### config.mk
export PLATFORM = sky130hd
export DESIGN_NAME = load_store_unit_flat
export DESIGN_NICKNAME = d
export VERILOG_FILES = /design/src/rtl/load_store_unit_if.sv /design/src/rtl/load_store_unit.sv /design/src/flat_wrapper.sv
export SDC_FILE = /design/constraint.sdc
export NUM_CORES = 1
export LEC_CHECK = 0
export BUFFER_PORTS_ARGS = -buffer_cell sky130_fd_sc_hd__buf_2
export CAP_MARGIN = 40
export CORE_MARGIN = 4
export CORE_UTILIZATION = 44
export DETAILED_ROUTE_END_ITERATION = 8
export HOLD_SLACK_MARGIN = 0.06
export PLACE_DENSITY = 0.85
export SLEW_MARGIN = 20
export SYNTH_ARGS = -nofsm -noshare
export SYNTH_HDL_FRONTEND = slang
export SYNTH_SLANG_ARGS = --single-unit
### constraint.sdc
create_clock -name clk -period 1.85 [get_ports clk]
set_clock_uncertainty 0.15 [all_clocks]
set_input_delay 0.0925 -clock clk [delete_from_list [all_inputs] [get_ports clk]]
set_output_delay 0.0925 -clock clk [all_outputs]
set_load 0.02 [all_outputs]
### src/rtl/load_store_unit_if.sv
// Word-organised data-memory bus between the load/store unit and memory.
interface load_store_unit_if #(parameter int unsigned n = 32);
    localparam int unsigned LANES = 4;

    logic             mem_req;
    logic             mem_we;
    logic [n-1:0]     mem_addr;
    logic [LANES-1:0] mem_be;
    logic [n-1:0]     mem_wdata;
    logic [n-1:0]     mem_rdata;
    logic             mem_ready;

    modport master (
        output mem_req, mem_we, mem_addr, mem_be, mem_wdata,
        input  mem_rdata, mem_ready
    );

    modport slave (
        input  mem_req, mem_we, mem_addr, mem_be, mem_wdata,
        output mem_rdata, mem_ready
    );
endinterface

### src/rtl/load_store_unit.sv
// RV32I memory-access stage: one load or store per request, with alignment,
// byte-enable, lane replication and load extension; faults bypass memory.
module load_store_unit #(
    parameter int unsigned n = 32
) (
    input  logic                clk,
    input  logic                rst,
    input  logic                start,
    input  logic                is_load,
    input  logic                is_store,
    input  logic [2:0]          funct3,
    input  logic [n-1:0]        addr_in,
    input  logic [n-1:0]        store_data,
    output logic                busy,
    output logic                done,
    output logic                fault,
    output logic [n-1:0]        load_data,
    load_store_unit_if.master   bus
);
    localparam int unsigned LANES = 4;

    typedef enum logic [1:0] {IDLE, ACCESS, FIN, ERR} state_t;

    state_t     state;
    logic [2:0] f3_q;
    logic [1:0] lane_q;
    logic       load_q;

    logic             legal_c;
    logic             aligned_c;
    logic [LANES-1:0] be_c;
    logic [n-1:0]     wdata_c;
    logic [7:0]       byte_c;
    logic [15:0]      half_c;
    logic [n-1:0]     ext_c;

    // Request decode on the live inputs, consumed only when start is taken in IDLE.
    always_comb begin
        legal_c   = 1'b0;
        aligned_c = 1'b0;
        be_c      = LANES'(4'b1111);
        wdata_c   = store_data;
        if (is_load && !is_store)
            legal_c = funct3 inside {3'b000, 3'b001, 3'b010, 3'b100, 3'b101};
        else if (is_store && !is_load)
            legal_c = funct3 inside {3'b000, 3'b001, 3'b010};
        case (funct3[1:0])
            2'b00: begin
                aligned_c = 1'b1;
                be_c      = LANES'(4'b0001 << addr_in[1:0]);
                wdata_c   = n'({4{store_data[7:0]}});
            end
            2'b01: begin
                aligned_c = ~addr_in[0];
                be_c      = LANES'(4'b0011 << addr_in[1:0]);
                wdata_c   = n'({2{store_data[15:0]}});
            end
            2'b10:   aligned_c = (addr_in[1:0] == 2'b00);
            default: aligned_c = 1'b0;
        endcase
    end

    // Lane extraction from the returned word using the latched request.
    always_comb begin
        byte_c = bus.mem_rdata[7:0];
        case (lane_q)
            2'd0:    byte_c = bus.mem_rdata[7:0];
            2'd1:    byte_c = bus.mem_rdata[15:8];
            2'd2:    byte_c = bus.mem_rdata[23:16];
            default: byte_c = bus.mem_rdata[31:24];
        endcase
        half_c = lane_q[1] ? bus.mem_rdata[31:16] : bus.mem_rdata[15:0];
        case (f3_q[1:0])
            2'b00:   ext_c = f3_q[2] ? n'({24'd0, byte_c}) : n'({{24{byte_c[7]}}, byte_c});
            2'b01:   ext_c = f3_q[2] ? n'({16'd0, half_c}) : n'({{16{half_c[15]}}, half_c});
            default: ext_c = bus.mem_rdata;
        endcase
    end

    always_ff @(posedge clk or negedge rst) begin
        if (!rst) begin
            state         <= IDLE;
            f3_q          <= 3'd0;
            lane_q        <= 2'd0;
            load_q        <= 1'b0;
            busy          <= 1'b0;
            done          <= 1'b0;
            fault         <= 1'b0;
            load_data     <= '0;
            bus.mem_req   <= 1'b0;
            bus.mem_we    <= 1'b0;
            bus.mem_addr  <= '0;
            bus.mem_be    <= '0;
            bus.mem_wdata <= '0;
        end else begin
            done  <= 1'b0;
            fault <= 1'b0;
            case (state)
                IDLE: begin
                    if (start) begin
                        f3_q   <= funct3;
                        lane_q <= addr_in[1:0];
                        load_q <= is_load;
                        busy   <= 1'b1;
                        if (legal_c && aligned_c) begin
                            state         <= ACCESS;
                            bus.mem_req   <= 1'b1;
                            bus.mem_we    <= is_store;
                            bus.mem_addr  <= {addr_in[n-1:2], 2'b00};
                            bus.mem_be    <= be_c;
                            bus.mem_wdata <= wdata_c;
                        end else begin
                            state <= ERR;
                            done  <= 1'b1;
                            fault <= 1'b1;
                        end
                    end
                end
                ACCESS: begin
                    if (bus.mem_ready) begin
                        state       <= FIN;
                        bus.mem_req <= 1'b0;
                        bus.mem_we  <= 1'b0;
                        done        <= 1'b1;
                        if (load_q) load_data <= ext_c;
                    end
                end
                FIN, ERR: begin
                    state <= IDLE;
                    busy  <= 1'b0;
                end
                default: begin
                    state <= IDLE;
                    busy  <= 1'b0;
                end
            endcase
        end
    end
endmodule
### src/flat_wrapper.sv
// flat-port wrapper written by rule: the top's interface ports become plain ports
module load_store_unit_flat 
#(
    parameter int unsigned n = 32
)
  (clk, rst, start, is_load, is_store, funct3, addr_in, store_data, busy, done, fault, load_data, bus_mem_req, bus_mem_we, bus_mem_addr, bus_mem_be, bus_mem_wdata, bus_mem_rdata, bus_mem_ready);
  load_store_unit_if #(.n(n)) bus_i ();
  input  logic clk;
  input  logic rst;
  input  logic start;
  input  logic is_load;
  input  logic is_store;
  input  logic [2:0] funct3;
  input  logic [n-1:0] addr_in;
  input  logic [n-1:0] store_data;
  output logic busy;
  output logic done;
  output logic fault;
  output logic [n-1:0] load_data;
  output wire logic [$bits(bus_i.mem_req)-1:0] bus_mem_req;
  output wire logic [$bits(bus_i.mem_we)-1:0] bus_mem_we;
  output wire logic [$bits(bus_i.mem_addr)-1:0] bus_mem_addr;
  output wire logic [$bits(bus_i.mem_be)-1:0] bus_mem_be;
  output wire logic [$bits(bus_i.mem_wdata)-1:0] bus_mem_wdata;
  input wire logic [$bits(bus_i.mem_rdata)-1:0] bus_mem_rdata;
  input wire logic [$bits(bus_i.mem_ready)-1:0] bus_mem_ready;
  assign bus_mem_req = bus_i.mem_req;
  assign bus_mem_we = bus_i.mem_we;
  assign bus_mem_addr = bus_i.mem_addr;
  assign bus_mem_be = bus_i.mem_be;
  assign bus_mem_wdata = bus_i.mem_wdata;
  assign bus_i.mem_rdata = bus_mem_rdata;
  assign bus_i.mem_ready = bus_mem_ready;
  load_store_unit #(.n(n)) u_core (.clk(clk), .rst(rst), .start(start), .is_load(is_load), .is_store(is_store), .funct3(funct3), .addr_in(addr_in), .store_data(store_data), .busy(busy), .done(done), .fault(fault), .load_data(load_data), .bus(bus_i));
endmodule
# Word-level counts from Yosys, hierarchy flattened
# Index checks and enable logic that the tools add are counted.
# classes
eq_ne	15
shifts	2
mux	28
bitwise_logic	1
reduce_logical	22
# ops
op	count
32-bit one-hot mux with 2 select lines	2
32-bit 2-to-1 mux	2
8-bit one-hot mux with 3 select lines	1
16-bit 2-to-1 mux	1
1-bit 2-to-1 mux	12
2-bit logical NOT	5
2-bit by 1-bit equality test with 1-bit output, second input constant	4
2-bit equality test, second input constant	4
1-bit one-hot mux with 2 select lines	4
4-bit one-hot mux with 2 select lines	1
3-bit equality test, second input constant	2
2-bit 2-to-1 mux	3
2-bit one-hot mux with 3 select lines	1
2-bit AND reduction	3
3-bit AND reduction	2
5-bit nonzero test	1
2-bit inequality test, second input constant	2
4-bit AND reduction	1
2-bit nonzero test	2
1-bit by 2-bit << shifter with 4-bit output, first input constant	1
2-bit by 2-bit << shifter with 4-bit output, first input constant	1
3-bit by 1-bit equality test with 1-bit output, second input constant	1
3-bit by 2-bit equality test with 1-bit output, second input constant	1
1-bit logical AND	3
other kinds (7)	8
# word_totals
regBits	111
input_bits	105
output_inout_bits	105

# Longest topological paths before layout
# depth
depth_word	8
mapped_depth	7
ltp_nobuf	4

# Worst setup path after synthesis
# OpenSTA, ideal clock, no wires.
# synth_timing
path_kind	register to register
start	register u_core.state[0]
end	register u_core.bus.mem_addr[10]
arrival_time_ps	1536
setup_slack_ps	37
stages_incl_launch_ff	7
n_path_buf	2
cell_sequence	dfrtp_1 > nor2_1 > nand2_1 > nor3_4 > buf_6 > buf_6 > mux2_1
# synth_via
elab_chain_cells	2
# synth_rtl
item	line_no	rtl
from (decl)	load_store_unit.sv:24	state_t state;
from (signal assigned)	load_store_unit.sv:82	state <= IDLE;
from (signal assigned)	load_store_unit.sv:106	state <= ACCESS;
from (signal assigned)	load_store_unit.sv:113	state <= ERR;
2-bit logical NOT	load_store_unit.sv:98	case (state)
3-bit AND reduction (no source line)	n/a	
to (signal assigned)	load_store_unit.sv:109	bus.mem_addr <= {addr_in[n-1:2], 2'b00};
to (decl)	load_store_unit_if.sv:14	output mem_req, mem_we, mem_addr, mem_be, mem_wdata,
# No other way between the ends.
# A chain may end at the register's enable or synchronous reset.

# Worst setup path in the final report
# layout_timing
start	register u_core.state[1]
end	register u_core.bus.mem_addr[2]
# Same word-level chain as after synthesis.

==> metrics.txt <==
row cnt 39; FMAX around 530 MHz; # placed instances between 700 and 800; Critical Path End Type register; Seq cells post-synth between 100 and 150; number of flops mapped to enable cells by yosys 0; Area Overhead vs Synth 54.4%; hold crit path type primary input to register; worst setup slack after layout -0.0352 ns; synth warn 0; # fillers ~740; synthesized instance count between 400 and 500; drc violations 0; post-DP HPWL between 10000 and 15000 um; Worst EP required 1.93 ns; Max Slew Vio Count 0; leading cell type in the layout, fill and taps excluded buf_2; Async SR Flop Fraction 100%; MaxCap Viol Count 0; 1st-pass router iterations 5; CP dominant cell by count buf_12; non-filler cells, final 928; endpoints failing setup 29; cell breakdown of the critical path nor2_2 > nand2_2 > nor3_4 > buf_12 > buf_12 > buf_12 > mux2_2; unrepaired setup endpoints after global routing true; global router's overall resource usage between 20% and 30%; register area share after synthesis between 50% and 60%; post-route ant nets 0; GRT overflow 0; initial core utilization between 40% and 50%; GP Congestion 0.895; CP max stage cell dfrtp_1; Most used DFF post-synth dfrtp_1; vias in the first global route ~5400; Hold WS roughly 0.11 ns; Nets 884; cts bufs inserted 9; Die Ht 116 um; routed vias/inst approximately 5.4; PortBufs 207; drt first-iter violations between 400 and 500; failing checks negative setup slack; share of cells above drive strength 1 41.3%; CTS tree yes; Critical Setup Path Class register to register; critical path arrival 1.96 ns; Synth Cell Area about 0.0051 mm2; final worst-path cycle share 102%; status finished with violations; worst skew pair latency between 0.3 and 0.4 ns; IO Pins 210; clk sinks approximately 110; Mean Syn Cell Area roughly 11 um2; Max clock buf depth 2; Distinct cells, synth 40; Pwr Total 0.0118 W; Leak 3.85 nW; clk root buf clkbuf_16; initial antenna violation count 1; Final Hold Fails 0; Slew @ Worst Pin just over 0.6 ns; pwr/cell area around 1500 mW/mm2; DIE WIDTH approximately 120 um; Die ar. 0.0135 mm2; Max Fanout on Critical Path 21; most used cells in the layout excluding fill and tap cells buf_2, dlygate4sd3_1, dfrtp_1; Largest stage delay, worst path roughly 0.43 ns; Total Wirelength about 17000 um; wire per inst approximately 18 um; Slew HR 59.2%; Worst VDD drop about 1.1 mV; Worst-path clk slew around 0.070 ns; CTS H-tree lvls 3; Fin Setup TNS -0.361 ns; Startpoint Class register; via count between 5000 and 6000; largest net degree at the start of global routing approximately 110; first-pass GRT wire length around 26000 um; Core Area roughly 0.011 mm2; post-layout min period around 1.9 ns
-- critical path: cells and delay by family (launching register included) --
family	cells	cell delay, ns
buffers and inverters	3	0.42
flip-flops	1	0.43
multiplexers	1	0.35
AND/OR/NAND/NOR	3	0.39
-- kinds of logic (layout without fill, tap and decap cells) --
| family | after synthesis | in the layout | share of synthesized area, % |
|---|---|---|---|
| DFF | 111 | 111 | 53.9 |
| buffers and inverters | 37 | 371 | 3.89 |
| AOI/OAI and AO/OA | 86 | 86 | 10.4 |
| and+or+nand+nor | 110 | 110 | 9.45 |
| muxes | 103 | 103 | 22.3 |
| other | 1 | 4 | 0.0728 |
-- where the power goes --
part	switching [W]	internal, W
clock	0.000864	0.00101
combinational	0.00332	0.00226
sequential	0.000731	0.00360
total	0.00491	0.00687
-- path summary, 6_finish.rpt --
kind	from	end	slack, ns	cells after the start
worst max-delay path	u_core.state[1]	u_core.bus.mem_addr[2]	-0.04	7
worst min-delay path	funct3[0]	u_core.bus.mem_be[3]	0.11	4
worst max register to register	u_core.state[1]	u_core.bus.mem_addr[2]	-0.04	7
worst min register to register	u_core.bus.mem_addr[13]	u_core.bus.mem_addr[13]	0.33	1
max in group asynchronous	rst	u_core.load_data[30]	0.87	3
min in group asynchronous	rst	u_core.load_data[0]	0.19	3
-- flip-flops by register name, summed over array words and instances (netlist names) --
register / cells
u_core.bus.mem_addr: 30
u_core.bus.mem_be: 4
u_core.bus.mem_req: 1
u_core.bus.mem_wdata: 32
u_core.bus.mem_we: 1
u_core.busy: 1
u_core.done: 1
u_core.f3_q: 3
u_core.fault: 1
u_core.lane_q: 2
u_core.load_data: 32
u_core.load_q: 1
u_core.state: 2
-- metal layers --
metal / GRT usage [%] / vias to the layer above / wire length [um]
met1: 26.2 / 2441 / 6030
li1: - / 2240 / -
met3: 6.79 / 70 / 1520
met4: 13.3 / 0 / 688
met5: 0 / - / 0
met2: 45.3 / 299 / 8920
-- metrics by stage --
stage | setup WS, ns | instance area, um2 | utilization [%]
floorplan | 0.0367 | 5150 | -
global placement | 0.0468 | 6450 | 56.5
global route | -0.126 | 7950 | 69.6
detailed placement | -0.0167 | 6450 | 56.5
CTS | 0.0270 | 7860 | 68.8
finish | -0.0352 | 7950 | 69.7
-- area by class of cell --
type	count	area [um2]	area share [%]
diodes	2	5.00	0.0629
clock buffers	12	267	3.35
repair buffers	349	2490	31.3
inverters	7	26.3	0.330
multi-input cells	301	2190	27.6
clock inverters	3	17.5	0.220
well taps	143	179	2.25
flip-flops and latches	111	2780	34.9
-- synth_stat cells, types with 2 or more instances --
master	n	area [um2]
buf_2	4	20.0
o21ai_0	17	85.1
mux2i_1	18	180
nand3b_1	2	15.0
nand2_1	53	199
mux2_2	64	721
a22o_1	7	61.3
o21bai_1	2	15.0
a22oi_1	7	52.6
o31ai_1	6	45.0
or3_1	6	37.5
inv_1	6	22.5
nand2b_1	3	18.8
mux2_1	20	225
nor2_1	33	124
buf_4	7	52.6
clkbuf_1	14	52.6
buf_6	4	45.0
nor3b_1	2	15.0
nor2b_1	2	12.5
dfrtp_1	111	2780
a21oi_1	35	175
or2b_1	2	15.0
nor3_1	2	10.0
a311oi_1	6	52.6
-- timing repair --
item                                    4_1_cts  5_1_grt
resized for setup                             0        8
endpoints found under the setup margin       48       55
gates cloned                                  0        1
buffers inserted                              0        3
pin swaps                                     1        0
endpoints found under the hold margin       218        0
hold buffers                                112        0
No activity file was read; power rests on OpenSTA's default activity.
